--- src/rtl/fwd_pkg.sv ---
// Shared types and helpers for the forwarding scoreboard.
// Optional statistics counters are enabled with the FWD_SCOREBOARD_STATS_EN macro.
package fwd_pkg;

    // Stored destination indices are zero-extended to this width.
    // Any REG_AW up to this value is supported.
    localparam int RD_MAX_W = 16;

    // Select value meaning "read the register file".
    localparam int FWD_SEL_RF = 0;

    typedef struct packed {
        logic                valid;
        logic                wb;
        logic                load;
        logic [RD_MAX_W-1:0] rd;
    } entry_t;

    // Width of one bypass select field.
    // NSTAGE >= 2 keeps this at least one bit wide.
    function automatic int fwd_selw(input int nstage);
        return $clog2(nstage);
    endfunction

endpackage

--- src/rtl/fwd_scoreboard_if.sv ---
// Issue/forward bus between the ID stage and the forwarding scoreboard.
// Statistics ports (FWD_SCOREBOARD_STATS_EN) live on the scoreboard itself.
interface fwd_scoreboard_if #(
    parameter int NREAD  = 2,
    parameter int NSTAGE = 3,
    parameter int REG_AW = 5
);
    import fwd_pkg::*;

    localparam int SELW = fwd_selw(NSTAGE);

    logic                    hold_i;
    logic                    flush_i;
    logic                    issue_valid_i;
    logic [NREAD*REG_AW-1:0] issue_rs_i;
    logic [REG_AW-1:0]       issue_rd_i;
    logic                    issue_wb_i;
    logic                    issue_load_i;
    logic                    stall_o;
    logic [NREAD*SELW-1:0]   fwd_sel_o;

    modport master (
        output hold_i, flush_i, issue_valid_i, issue_rs_i, issue_rd_i,
               issue_wb_i, issue_load_i,
        input  stall_o, fwd_sel_o
    );

    modport slave (
        input  hold_i, flush_i, issue_valid_i, issue_rs_i, issue_rd_i,
               issue_wb_i, issue_load_i,
        output stall_o, fwd_sel_o
    );

endinterface

--- src/rtl/fwd_match.sv ---
// Combinational youngest-match finder for one source port.
// Only the entries that can still forward are presented (EX .. last-before-WB).
module fwd_match
    import fwd_pkg::*;
#(
    parameter int NSTAGE     = 3,
    parameter int LOAD_STAGE = 2,
    localparam int SELW      = fwd_selw(NSTAGE)
) (
    input  entry_t [NSTAGE-2:0] entries,
    input  logic [RD_MAX_W-1:0] rs,
    output logic                hit,
    output logic                ready,
    output logic [SELW-1:0]     sel
);

    // Walk oldest to youngest so the lowest matching index wins.
    always_comb begin
        hit   = 1'b0;
        ready = 1'b0;
        sel   = SELW'(FWD_SEL_RF);
        for (int j = NSTAGE - 2; j >= 0; j--) begin
            if (entries[j].valid && entries[j].wb &&
                entries[j].rd != '0 && entries[j].rd == rs) begin
                hit   = 1'b1;
                ready = !entries[j].load || ((j + 1) >= LOAD_STAGE);
                sel   = ready ? SELW'(j + 1) : SELW'(FWD_SEL_RF);
            end
        end
    end

endmodule

--- src/rtl/fwd_scoreboard.sv ---
// Forwarding scoreboard: tracks in-flight writers, registers per-port bypass
// selects for the EX cycle and raises a combinational stall on hazards.
// Optional counters stall_cnt_o / fwd_cnt_o exist when FWD_SCOREBOARD_STATS_EN is defined.
module fwd_scoreboard
    import fwd_pkg::*;
#(
    parameter int NREAD      = 2,
    parameter int NSTAGE     = 3,
    parameter int REG_AW     = 5,
    parameter int LOAD_STAGE = 2
) (
    input  logic              clk_i,
    input  logic              rst_i,
    fwd_scoreboard_if.slave   bus
`ifdef FWD_SCOREBOARD_STATS_EN
    ,
    output logic [31:0]       stall_cnt_o,
    output logic [31:0]       fwd_cnt_o
`endif
);

    localparam int SELW = fwd_selw(NSTAGE);

    // The last tracked stage retires into the write-before-read register file
    // and never forwards, so only entries 0 .. NSTAGE-2 are kept.
    entry_t [NSTAGE-2:0]   entries;
    entry_t                issued;
    logic [NREAD-1:0]      hit;
    logic [NREAD-1:0]      ready;
    logic [NREAD*SELW-1:0] sel_next;
    logic [NREAD*SELW-1:0] sel_q;
    logic                  live;
    logic                  stall;
    logic                  accept;

    for (genvar k = 0; k < NREAD; k++) begin : g_port
        fwd_match #(
            .NSTAGE     (NSTAGE),
            .LOAD_STAGE (LOAD_STAGE)
        ) u_match (
            .entries (entries),
            .rs      (RD_MAX_W'(bus.issue_rs_i[k*REG_AW +: REG_AW])),
            .hit     (hit[k]),
            .ready   (ready[k]),
            .sel     (sel_next[k*SELW +: SELW])
        );
    end

    assign live   = bus.issue_valid_i && !bus.flush_i;
    assign stall  = live && |(hit & ~ready);
    assign accept = live && !stall;

    assign issued.valid = 1'b1;
    assign issued.wb    = bus.issue_wb_i;
    assign issued.load  = bus.issue_load_i;
    assign issued.rd    = RD_MAX_W'(bus.issue_rd_i);

    assign bus.stall_o   = stall;
    assign bus.fwd_sel_o = sel_q;

    // Advance the writer pipeline and capture selects for the next EX cycle.
    always_ff @(posedge clk_i or posedge rst_i) begin
        if (rst_i) begin
            entries <= '0;
            sel_q   <= '0;
        end else if (!bus.hold_i) begin
            for (int j = NSTAGE - 2; j >= 1; j--) begin
                entries[j] <= entries[j-1];
            end
            entries[0] <= accept ? issued : '0;
            sel_q      <= accept ? sel_next : '0;
        end
    end

`ifdef FWD_SCOREBOARD_STATS_EN
    // Saturating counts of stall cycles and of accepted forwarding instructions.
    always_ff @(posedge clk_i or posedge rst_i) begin
        if (rst_i) begin
            stall_cnt_o <= '0;
            fwd_cnt_o   <= '0;
        end else begin
            if (stall && !bus.hold_i && stall_cnt_o != '1) begin
                stall_cnt_o <= stall_cnt_o + 32'd1;
            end
            if (accept && !bus.hold_i && |sel_next && fwd_cnt_o != '1) begin
                fwd_cnt_o <= fwd_cnt_o + 32'd1;
            end
        end
    end
`endif

endmodule

--- src/flat_wrapper.sv ---
// flat-port wrapper written by rule: the top's interface ports become plain ports
module fwd_scoreboard_flat import fwd_pkg::*;
#(
    parameter int NREAD      = 2,
    parameter int NSTAGE     = 3,
    parameter int REG_AW     = 5,
    parameter int LOAD_STAGE = 2
)
  (clk_i, rst_i, bus_hold_i, bus_flush_i, bus_issue_valid_i, bus_issue_rs_i, bus_issue_rd_i, bus_issue_wb_i, bus_issue_load_i, bus_stall_o, bus_fwd_sel_o);
  fwd_scoreboard_if #(.NREAD(NREAD), .NSTAGE(NSTAGE), .REG_AW(REG_AW)) bus_i ();
  input  logic clk_i;
  input  logic rst_i;
  input wire logic [$bits(bus_i.hold_i)-1:0] bus_hold_i;
  input wire logic [$bits(bus_i.flush_i)-1:0] bus_flush_i;
  input wire logic [$bits(bus_i.issue_valid_i)-1:0] bus_issue_valid_i;
  input wire logic [$bits(bus_i.issue_rs_i)-1:0] bus_issue_rs_i;
  input wire logic [$bits(bus_i.issue_rd_i)-1:0] bus_issue_rd_i;
  input wire logic [$bits(bus_i.issue_wb_i)-1:0] bus_issue_wb_i;
  input wire logic [$bits(bus_i.issue_load_i)-1:0] bus_issue_load_i;
  output wire logic [$bits(bus_i.stall_o)-1:0] bus_stall_o;
  output wire logic [$bits(bus_i.fwd_sel_o)-1:0] bus_fwd_sel_o;
  assign bus_i.hold_i = bus_hold_i;
  assign bus_i.flush_i = bus_flush_i;
  assign bus_i.issue_valid_i = bus_issue_valid_i;
  assign bus_i.issue_rs_i = bus_issue_rs_i;
  assign bus_i.issue_rd_i = bus_issue_rd_i;
  assign bus_i.issue_wb_i = bus_issue_wb_i;
  assign bus_i.issue_load_i = bus_issue_load_i;
  assign bus_stall_o = bus_i.stall_o;
  assign bus_fwd_sel_o = bus_i.fwd_sel_o;
  fwd_scoreboard #(.NREAD(NREAD), .NSTAGE(NSTAGE), .REG_AW(REG_AW), .LOAD_STAGE(LOAD_STAGE)) u_core (.clk_i(clk_i), .rst_i(rst_i), .bus(bus_i));
endmodule
--- config.mk ---
export PLATFORM = sky130hd
export DESIGN_NAME = fwd_scoreboard_flat
export DESIGN_NICKNAME = d
export VERILOG_FILES = /design/src/rtl/fwd_pkg.sv /design/src/rtl/fwd_scoreboard_if.sv /design/src/rtl/fwd_match.sv /design/src/rtl/fwd_scoreboard.sv /design/src/flat_wrapper.sv
export SDC_FILE = /design/constraint.sdc
export NUM_CORES = 1
export LEC_CHECK = 0
export BUFFER_PORTS_ARGS = -buffer_cell sky130_fd_sc_hd__buf_2
export CORE_ASPECT_RATIO = 0.75
export CORE_MARGIN = 10
export CORE_UTILIZATION = 50
export CTS_CLUSTER_SIZE = 14
export DETAILED_ROUTE_END_ITERATION = 8
export PLACE_DENSITY = 0.77
export RECOVER_POWER = 100
export SYNTH_ARGS = -nofsm -noshare
export SYNTH_HDL_FRONTEND = slang
export SYNTH_SLANG_ARGS = --single-unit
--- constraint.sdc ---
create_clock -name clk_i -period 2.5 [get_ports clk_i]
set_clock_uncertainty 0.2 [all_clocks]
set_input_delay 0.125 -clock clk_i [delete_from_list [all_inputs] [get_ports clk_i]]
set_output_delay 0.125 -clock clk_i [all_outputs]
set_load 0.03 [all_outputs]
==> After elaboration in Yosys (flattened, before gate mapping) <==
Cells that the tools add are included.
Widths: inputs -> output; s select.
{ "word_totals": {"regBits": 41, "out_inout_bits": 5, "wordCells": 44} }
{ "classes": {"n_eq_ne": 4, "mux": 13, "bitwise": 2, "n_reduce_logical": 17} }
{ "op_table": {"columns": ["cell", "count"], "rows": [
  ["$eq 16x5->1", 4],
  ["$reduce_bool 16->1", 2],
  ["$mux 19", 1],
  ["$logic_and 1x1->1", 11],
  ["$mux 2", 4],
  ["$mux 1", 7],
  ["$mux 4", 1],
  ["$logic_not 1->1", 3],
  ["$and 2x2->2", 1],
  ["$not 2->2", 1],
  ["$reduce_or 2->1", 1]
]} }

==> Depth between registers and ports, before layout <==
Gate-level depths: netlist (run 1).
{ "depth": {"depth_word": 12, "mapped_depth": 6, "ltp_nobuf": 5} }

==> By module <==
From an unflattened synthesis (run 1), not the netlist that was laid out.
{ "hier_totals": {"hier_cells": 193, "area_unflattened_um2": 1945.6} }
{ "by_module_without_submodules": {"columns": ["mod", "instances", "cells_each", "area_each_um2", "seq_area_each_um2"], "rows": [
  ["fwd_scoreboard", 1, 75, 992.2, 500.5],
  ["fwd_match", 2, 59, 476.7, 0.0]
]} }

==> Least setup slack after synthesis (run 1) <==
Ideal clock, no wire load.
{ "synth_path": {"path_kind": "register -> output", "start": "reg u_core.entries[1] (netlist name)", "end": "out bus_stall_o", "arrival_time_ps": 1529, "required_ps": 2175, "setup_slack_ps": 646, "stages_incl_launch_ff": 7, "path_buffers": 1, "cell_sequence": "dfrtp_1 xnor2_1 nand4_1 nor2_1 o211ai_2 buf_6 nor2_1"} }
{ "synth_via": {"elab_chain_cells": 8, "word_cells_on_any_way": 14, "classes_between": "eq/ne: 2; mux: 4; bitwise: 2; reduce/logical: 6"} }
{ "synth_lines": {"columns": ["item", "line_no", "rtl"], "rows": [
  ["$reduce_bool 16->1", "fwd_match.sv:24", "entries[j].rd != '0 && entries[j].rd == rs) begin"],
  ["$logic_and 1x1->1", "fwd_match.sv:23", "if (entries[j].valid && entries[j].wb &&"],
  ["$logic_and 1x1->1", "fwd_match.sv:24", null],
  ["$mux 1", "fwd_match.sv:23", null],
  ["$not 2->2", "fwd_scoreboard.sv:50", "assign stall = live && |(hit & ~ready);"],
  ["$and 2x2->2 *", "fwd_scoreboard.sv:50", null],
  ["$reduce_or 2->1 *", "fwd_scoreboard.sv:50", null],
  ["$logic_and 1x1->1 *", "fwd_scoreboard.sv:50", null],
  ["end: declaration", "flat_wrapper.sv:20", "output wire logic [$bits(bus_i.stall_o)-1:0] bus_stall_o;"]
]} }
Every way passes the cells marked *; elsewhere a longest branch is shown, timed or not.

==> Worst setup path in the final report (run 1) <==
{ "layout_path": {"start": "reg u_core.entries[1] (netlist name)", "end": "out bus_stall_o"} }
{ "layout_via": {"elab_chain_cells": 8, "word_cells_on_any_way": 14, "classes_between": "eq/ne: 2; mux: 4; bitwise: 2; reduce/logical: 6"} }
{ "layout_lines": {"columns": ["item", "line_no"], "rows": [
  ["$reduce_bool 16->1", "fwd_match.sv:24"],
  ["$logic_and 1x1->1", "fwd_match.sv:23"],
  ["$logic_and 1x1->1", "fwd_match.sv:24"],
  ["$mux 1", "fwd_match.sv:23"],
  ["$not 2->2", "fwd_scoreboard.sv:50"],
  ["$and 2x2->2 *", "fwd_scoreboard.sv:50"],
  ["$reduce_or 2->1 *", "fwd_scoreboard.sv:50"],
  ["$logic_and 1x1->1 *", "fwd_scoreboard.sv:50"]
]} }
Marks and branches as above.

==> summary.md, run 1 <==
| Metric | Value |
|---|---|
| Result of the run | complete, no violations |
| Number of placed I/O pins | 27 |
| Yosys reg bits | 19 |
| Required time at the endpoint of the critical path | approximately 2200 ps |
| Min Clock Period, post-route | between 2000 and 2500 ps |
| Number of buffer and inverter stages on the critical path | 1 |
| Number of setup violations in the final report | 0 |
| Design Power | 606 uW |
| # clock sinks | 19 |
| Fraction of the cycle the final worst path needs | 0.931 |
| Routability Congestion | 0.807 |
| Number of routed nets with antenna violations | 0 |
| Number of H-tree levels | 1 |
| Path type of the worst setup path | flop to primary output |
| Arrival time of the worst setup path | 2000 ps |
| # Max-Cap Violations | 0 |
| Unrepaired setup endpoints after global routing | false |
| Average vias per placed instance | 5.65 |
| Count of buffers from port buffering | 26 |
| Vias after detailed routing | 797 |
| Number of rows created at floorplan | 13 |
| Total Nets Final | 142 |
| Non-filler cells in the finished layout | 141 |
| Critical path's largest stage delay | 450 ps |
| Synth Flop Type | sky130_fd_sc_hd__dfrtp_1 |
| Sum Neg Setup Slack | 0 ps |
| Top library cells by usage in the layout, fill and taps aside | sky130_fd_sc_hd__buf_2 (21), sky130_fd_sc_hd__dfrtp_1 (19), sky130_fd_sc_hd__xnor2_1 (11), sky130_fd_sc_hd__xor2_1 (9), sky130_fd_sc_hd__a32o_1 (9) |
| Gate count of the mapped netlist | 83 |
| Most common cell after layout, fill and taps aside | sky130_fd_sc_hd__buf_2 |
| Actual transition at the worst max-transition pin | 688 ps |
| Die Area | ~4200 um^2 |
| IR Drop Worst-Case VDD | 0.438 mV |
| Total non-filler cell area in the finished layout | 1240 um^2 |
| Residual DRC | 0 |
| Post-synth cell types | 20 |
| Placed instance count | 129 |
| Layout cell share with drive strength beyond 1 | 0.294 |
| Max-slew headroom | 0.541 |
| F_max | between 400 and 500 MHz |
| Cell area reported after detailed placement | 1140 um^2 |
| Initial antenna violation count | 0 |
| Hold Crit Class | primary input to flop |
| Clock Latency Late Sink | around 300 ps |
| Post-synth top area share | 0.479 |
| Number of setup buffers added after CTS | 0 |
| Max Transition Viols Final | 0 |
| Yosys warning count | 0 |
| Chip Width | between 70 and 80 um |
| Worst-case clock buffer depth | 2 |
| Post-route core utilization | 0.687 |
| Category of cells accounting for the largest share of critical-path delay | compound AO/OA/AOI/OAI gates |
| Fraction of registers with async set or reset after synthesis | 1.00 |
| Cell taking the most area after synthesis | sky130_fd_sc_hd__dfrtp_1 |
| Worst path slowest cell | sky130_fd_sc_hd__dfrtp_1 |
| Wire length of the first global-routing pass | 3950 um |
| Number of synthesized flops with an enable pin | 0 |
| Number of violations reported at the end of detailed-routing iteration 0 | 44 |
| Number of buffers inserted during clock tree synthesis | 3 |
| CP Launch Type | flop |
| Sequential-to-total area share from yosys stat | 0.479 |
| Global-route total usage across every layer | 0.116 |
| Critical Path Sink Type | primary output |
| TritonCTS clock tree | built |
| Layout overhead on the synthesized area | 24.9% |
| Number of global-route vias before repair | between 800 and 900 |
| Starting density of the core | 0.550 |
| Post-synthesis average cell area | 12.0 um^2 |
| Synth Cell Area | 993 um^2 |
| Top cells by area, synth | sky130_fd_sc_hd__dfrtp_1 (48%), sky130_fd_sc_hd__xnor2_1 (9.7%), sky130_fd_sc_hd__a32o_1 (9.1%) |
| Master cell of the clock root buffer | sky130_fd_sc_hd__clkbuf_4 |
| Clock transition at path regs | 100 ps |
| Average detailed-routed wire length per instance | 16.7 um |
| Series of cell instances along the critical path | or3_1 -> o311a_1 -> o211ai_2 -> nor2_1 -> clkbuf_2 |
| Leakage | 0.595 nW |
| Power density over the cells | 489 nW/um^2 |
| N_diodes | 0 |
| Height of the chip | 58.6 um |
| Total overflow reported by the global router | 0 |
| Final-report hold violation count | 0 |
| Worst-path maximum fanout | 11 |
| Core Box Area | 1810 um^2 |
| Number of detailed-routing iterations run before antenna repair | 4 |
| Maximum number of pins on one net before global-route repair | 21 |
| WL final | approximately 2400 um |
| Syn Nets | 105 |
-- registers in the layout, summed over array words and instances, names as in the netlist --
name and count:
u_core.entries 15, u_core.bus.fwd_sel_o 4
-- cells in the mapped netlist (2+ instances only) --
library cell	instances
sky130_fd_sc_hd__nand3_1	4
sky130_fd_sc_hd__a21oi_1	3
sky130_fd_sc_hd__a32o_1	9
sky130_fd_sc_hd__nor3_1	3
sky130_fd_sc_hd__mux2_2	7
sky130_fd_sc_hd__a22o_1	3
sky130_fd_sc_hd__xor2_1	9
sky130_fd_sc_hd__nor2_1	4
sky130_fd_sc_hd__clkbuf_1	2
sky130_fd_sc_hd__dfrtp_1	19
sky130_fd_sc_hd__xnor2_1	11
-- final timing paths --
check | endpoint | cells after the start | slack [ps] | start
worst max-delay path | bus_stall_o | 5 | 170 | u_core.entries[1]
worst min-delay path | u_core.entries[1] | 2 | 130 | bus_hold_i
worst max register to register | u_core.bus.fwd_sel_o[1] | 4 | 580 | u_core.entries[1]
worst min register to register | u_core.bus.fwd_sel_o[1] | 1 | 330 | u_core.bus.fwd_sel_o[1]
max in group asynchronous | u_core.entries[1] | 3 | 1410 | rst_i
min in group asynchronous | u_core.entries[19] | 3 | 260 | rst_i
-- layout make-up --
class / count / area [um^2]
clock buffer: 4 / 26.3
fill: 141 / 564
inverter: 1 / 3.75
multi-input combinational: 60 / 495
sequential: 19 / 475
tap: 22 / 27.5
timing repair buffer: 35 / 213
-- kinds of logic after synthesis --
group                  count (synthesis)  share of synthesized area
buffers and inverters                  4                     0.0227
multiplexers                           7                     0.0793
flip-flops                            19                      0.479
AO/OA/AOI/OAI                         17                      0.155
XOR/XNOR                              20                      0.176
AND/OR/NAND/NOR                       16                     0.0882
-- worst reg2reg max path, delay by kind of cell, from the launching register on --
kind               cells  cell delay, ps
AOI/OAI and AO/OA      3             820
DFF                    1             450
and+or+nand+nor        1             390
-- per-stage QoR --
stage          hold WS, ps  setup slack (ps)
2_1_floorplan         -124               646
3_3_place_gp          62.3               575
3_5_place_dp          76.7               545
4_1_cts                115               180
5_1_grt                133              81.1
6_report               126               172
-- routing by layer --
metal | vias to the layer above | wire length (um) | share of wire | GRT usage
li1 | 385 | - | - | -
met1 | 368 | 1060 | 0.45 | 0.148
met2 | 39 | 1010 | 0.43 | 0.171
met3 | 5 | 250 | 0.11 | 0.0553
met4 | 0 | 32 | 0.014 | 0.0331
met5 | - | 0 | 0 | 0
-- power breakdown --
group	internal [mW]	total [mW]	switching, mW	leakage (nW)
sequential	0.324	0.345	0.0213	0.257
clock	0.0623	0.155	0.0928	0.0150
combinational	0.0601	0.106	0.0463	0.323
total	0.446	0.606	0.160	0.595
-- timing repair --
action / 4_1_cts / 5_1_grt
endpoints found under the hold margin: 26 / 0
hold buffers: 8 / 0
resized for setup: 0 / 0
No activity file was read; power rests on OpenSTA's default activity.
==> inputs of run 2 (changes only) <==
Settings changed: CORE_UTILIZATION 50 to 54, PLACE_DENSITY 0.77 to 0.82.
Clock period 2.5 ns to 2.7 ns, I/O delays scaled along.
==> summary.md, run 2 (synthesis gave the netlist of run 1 again) <==
| Metric | Value |
|---|---|
| Chip Width | 69.5 um (-2.7%) |
| Unrepaired setup endpoints after global routing | false |
| Number of setup buffers added after CTS | 0 (unchanged) |
| Critical Path Sink Type | primary output |
| Final-report hold violation count | 0 (unchanged) |
| Average detailed-routed wire length per instance | 18.5 um (+11%) |
| Die Area | 3970 um^2 (-5.1%) |
| TritonCTS clock tree | built |
| Layout cell share with drive strength beyond 1 | 0.303 (+0.00840) |
| Max-slew headroom | 0.512 (-0.0284) |
| Largest register FFs | 15 (unchanged) |
| Clock transition at path regs | 110 ps (about the same) |
| Number of buffers inserted during clock tree synthesis | 3 (unchanged) |
| Wire length of the first global-routing pass | 4270 um (+8.0%) |
| F_max | 428 MHz |
| Count of buffers from port buffering | 26 (unchanged) |
| Routability Congestion | 0.834 (+3.3%) |
| WL final | 2600 um (+11%) |
| Clock Latency Late Sink | 300 ps (about the same) |
| Fraction of the cycle the final worst path needs | 0.865 |
| Required time at the endpoint of the critical path | 2370 ps (+200 ps) |
| Max Transition Viols Final | 0 (unchanged) |
| Design Power | 566 uW (-6.6%) |
| # Max-Cap Violations | 0 (unchanged) |
| DPL Wire Length | roughly 1800 um |
| # clock sinks | 19 (unchanged) |
| Number of detailed-routing iterations run before antenna repair | 4 (unchanged) |
| Critical path's largest stage delay | 450 ps (about the same) |
| Number of routed nets with antenna violations | 0 (unchanged) |
| Series of cell instances along the critical path | or3_1 -> o311a_1 -> o211ai_2 -> nor2_1 -> buf_2 |
| Arrival time of the worst setup path | 2000 ps (about the same) |
| IR Drop Worst-Case VDD | 0.400 mV (-8.6%) |
| Worst-path maximum fanout | 11 (unchanged) |
| Number of global-route vias before repair | 868 (+8.1%) |
| Fill cell instance count of the final layout | 137 (-2.8%) |
| Global-route total usage across every layer | 0.130 (+0.0140) |
| Vias after detailed routing | 799 (+0.25%) |
| Maximum number of pins on one net before global-route repair | 21 (unchanged) |
| Total of cells resized after clock tree synthesis | 0 (unchanged) |
| Total overflow reported by the global router | 0 (unchanged) |
| Result of the run | complete, no violations |
| Residual DRC | 0 (unchanged) |
| Core Box Area | 1740 um^2 (-3.6%) |
| Min Clock Period, post-route | 2340 ps |
| Number of setup violations in the final report | 0 (unchanged) |
| Leakage | 0.599 nW (+0.62%) |
| CP Launch Type | flop |
| Actual transition at the worst max-transition pin | 731 ps (+42.5 ps) |
| Most common cell after layout, fill and taps aside | sky130_fd_sc_hd__buf_2 |
| Power density over the cells | 456 nW/um^2 (-6.7%) |
| Hold Crit Class | primary input to flop |
| Total Nets Final | 142 (unchanged) |
| Number of rows created at floorplan | 13 (unchanged) |
| Average vias per placed instance | 5.67 (+0.25%) |
| Worst path slowest cell | sky130_fd_sc_hd__dfrtp_1 |
| Top library cells by usage in the layout, fill and taps aside | sky130_fd_sc_hd__buf_2 (22), sky130_fd_sc_hd__dfrtp_1 (19), sky130_fd_sc_hd__xnor2_1 (11), sky130_fd_sc_hd__xor2_1 (9), sky130_fd_sc_hd__a32o_1 (9) |
| Master cell of the clock root buffer | sky130_fd_sc_hd__clkbuf_4 |
| Sum Neg Setup Slack | 0 ps (unchanged) |
| N_diodes | 0 (unchanged) |
| Starting density of the core | 0.571 (+0.0206) |
| Final Worst Setup Slack | 364 ps (+191 ps) |
| Quantity of hold-fixing buffers added after cts | 8 (unchanged) |
| Worst-case clock buffer depth | 2 (unchanged) |
| Path type of the worst setup path | flop to primary output |
| Height of the chip | 57.1 um (-2.5%) |
| Number of violations reported at the end of detailed-routing iteration 0 | 44 (unchanged) |
| Number of H-tree levels | 1 (unchanged) |
| Layout overhead on the synthesized area | 25.1% |
| Number of placed I/O pins | 27 (unchanged) |
| Register containing the most flip-flops in the final layout | u_core.entries |
| Pre-CTS setup slack | 741 ps (+197 ps) |
| Initial antenna violation count | 0 (unchanged) |
## run 2: cell types whose count changed in the layout (fill, tap and decap cells not counted)
cell and change:
sky130_fd_sc_hd__buf_2 +1, sky130_fd_sc_hd__clkbuf_1 -1, sky130_fd_sc_hd__clkbuf_2 -1, sky130_fd_sc_hd__clkinv_2 +1
## run 2: final cells by class
class / count / area (um^2) / area share
Inverter: 1 / 3.75 / 0.00302
Timing Repair Buffer: 35 / 213 / 0.171
Tap cell: 22 / 27.5 / 0.0222
Clock buffer: 3 / 22.5 / 0.0181
Sequential cell: 19 / 475 / 0.383
Multi-Input combinational cell: 60 / 495 / 0.399
Clock inverter: 1 / 5.00 / 0.00403
## run 2: metrics by stage
step	instance area [um^2]	util	cells	hold WS (ps)
after floorplan	993	-	83	-114
after global placement	1140	0.655	129	69.2
after detailed placement	1140	0.655	129	83.8
after CTS	1250	0.717	141	124
after global routing	1240	0.714	141	143
final	1240	0.714	141	134
## run 2: final timing paths
kind                                         start                 endpoint  slack (ps)  depth (start not counted)
min in group asynchronous                    rst_i        u_core.entries[3]         290                          3
max in group asynchronous                    rst_i       u_core.entries[37]        1550                          3
hold reg to reg            u_core.bus.fwd_sel_o[1]  u_core.bus.fwd_sel_o[1]         310                          1
setup / recovery                 u_core.entries[1]              bus_stall_o         360                          5
hold / removal                          bus_hold_i  u_core.bus.fwd_sel_o[0]         130                          2
setup reg to reg                 u_core.entries[2]        u_core.entries[2]         750                          5
## run 2: report_power, final
group          internal (mW)  switching, mW
Sequential             0.300         0.0212
Combinational         0.0557         0.0450
Clock                 0.0553         0.0895
Total                  0.411          0.156
## run 2: layer usage
| metal | up-vias | GRT usage | wire (um) |
|---|---|---|---|
| li1 | 381 | - | - |
| met1 | 381 | 0.157 | 1150 |
| met2 | 37 | 0.221 | 1260 |
| met3 | 0 | 0.0501 | 197 |
| met4 | 0 | 0.0172 | 0 |
| met5 | - | 0 | 0 |
## run 2: critical path, delay by kind of cell, from the launching register on
| family | cells | cell delay (ps) |
|---|---|---|
| compound gates | 2 | 580 |
| simple gates | 2 | 480 |
| flops | 1 | 450 |
| buf+inv | 1 | 190 |
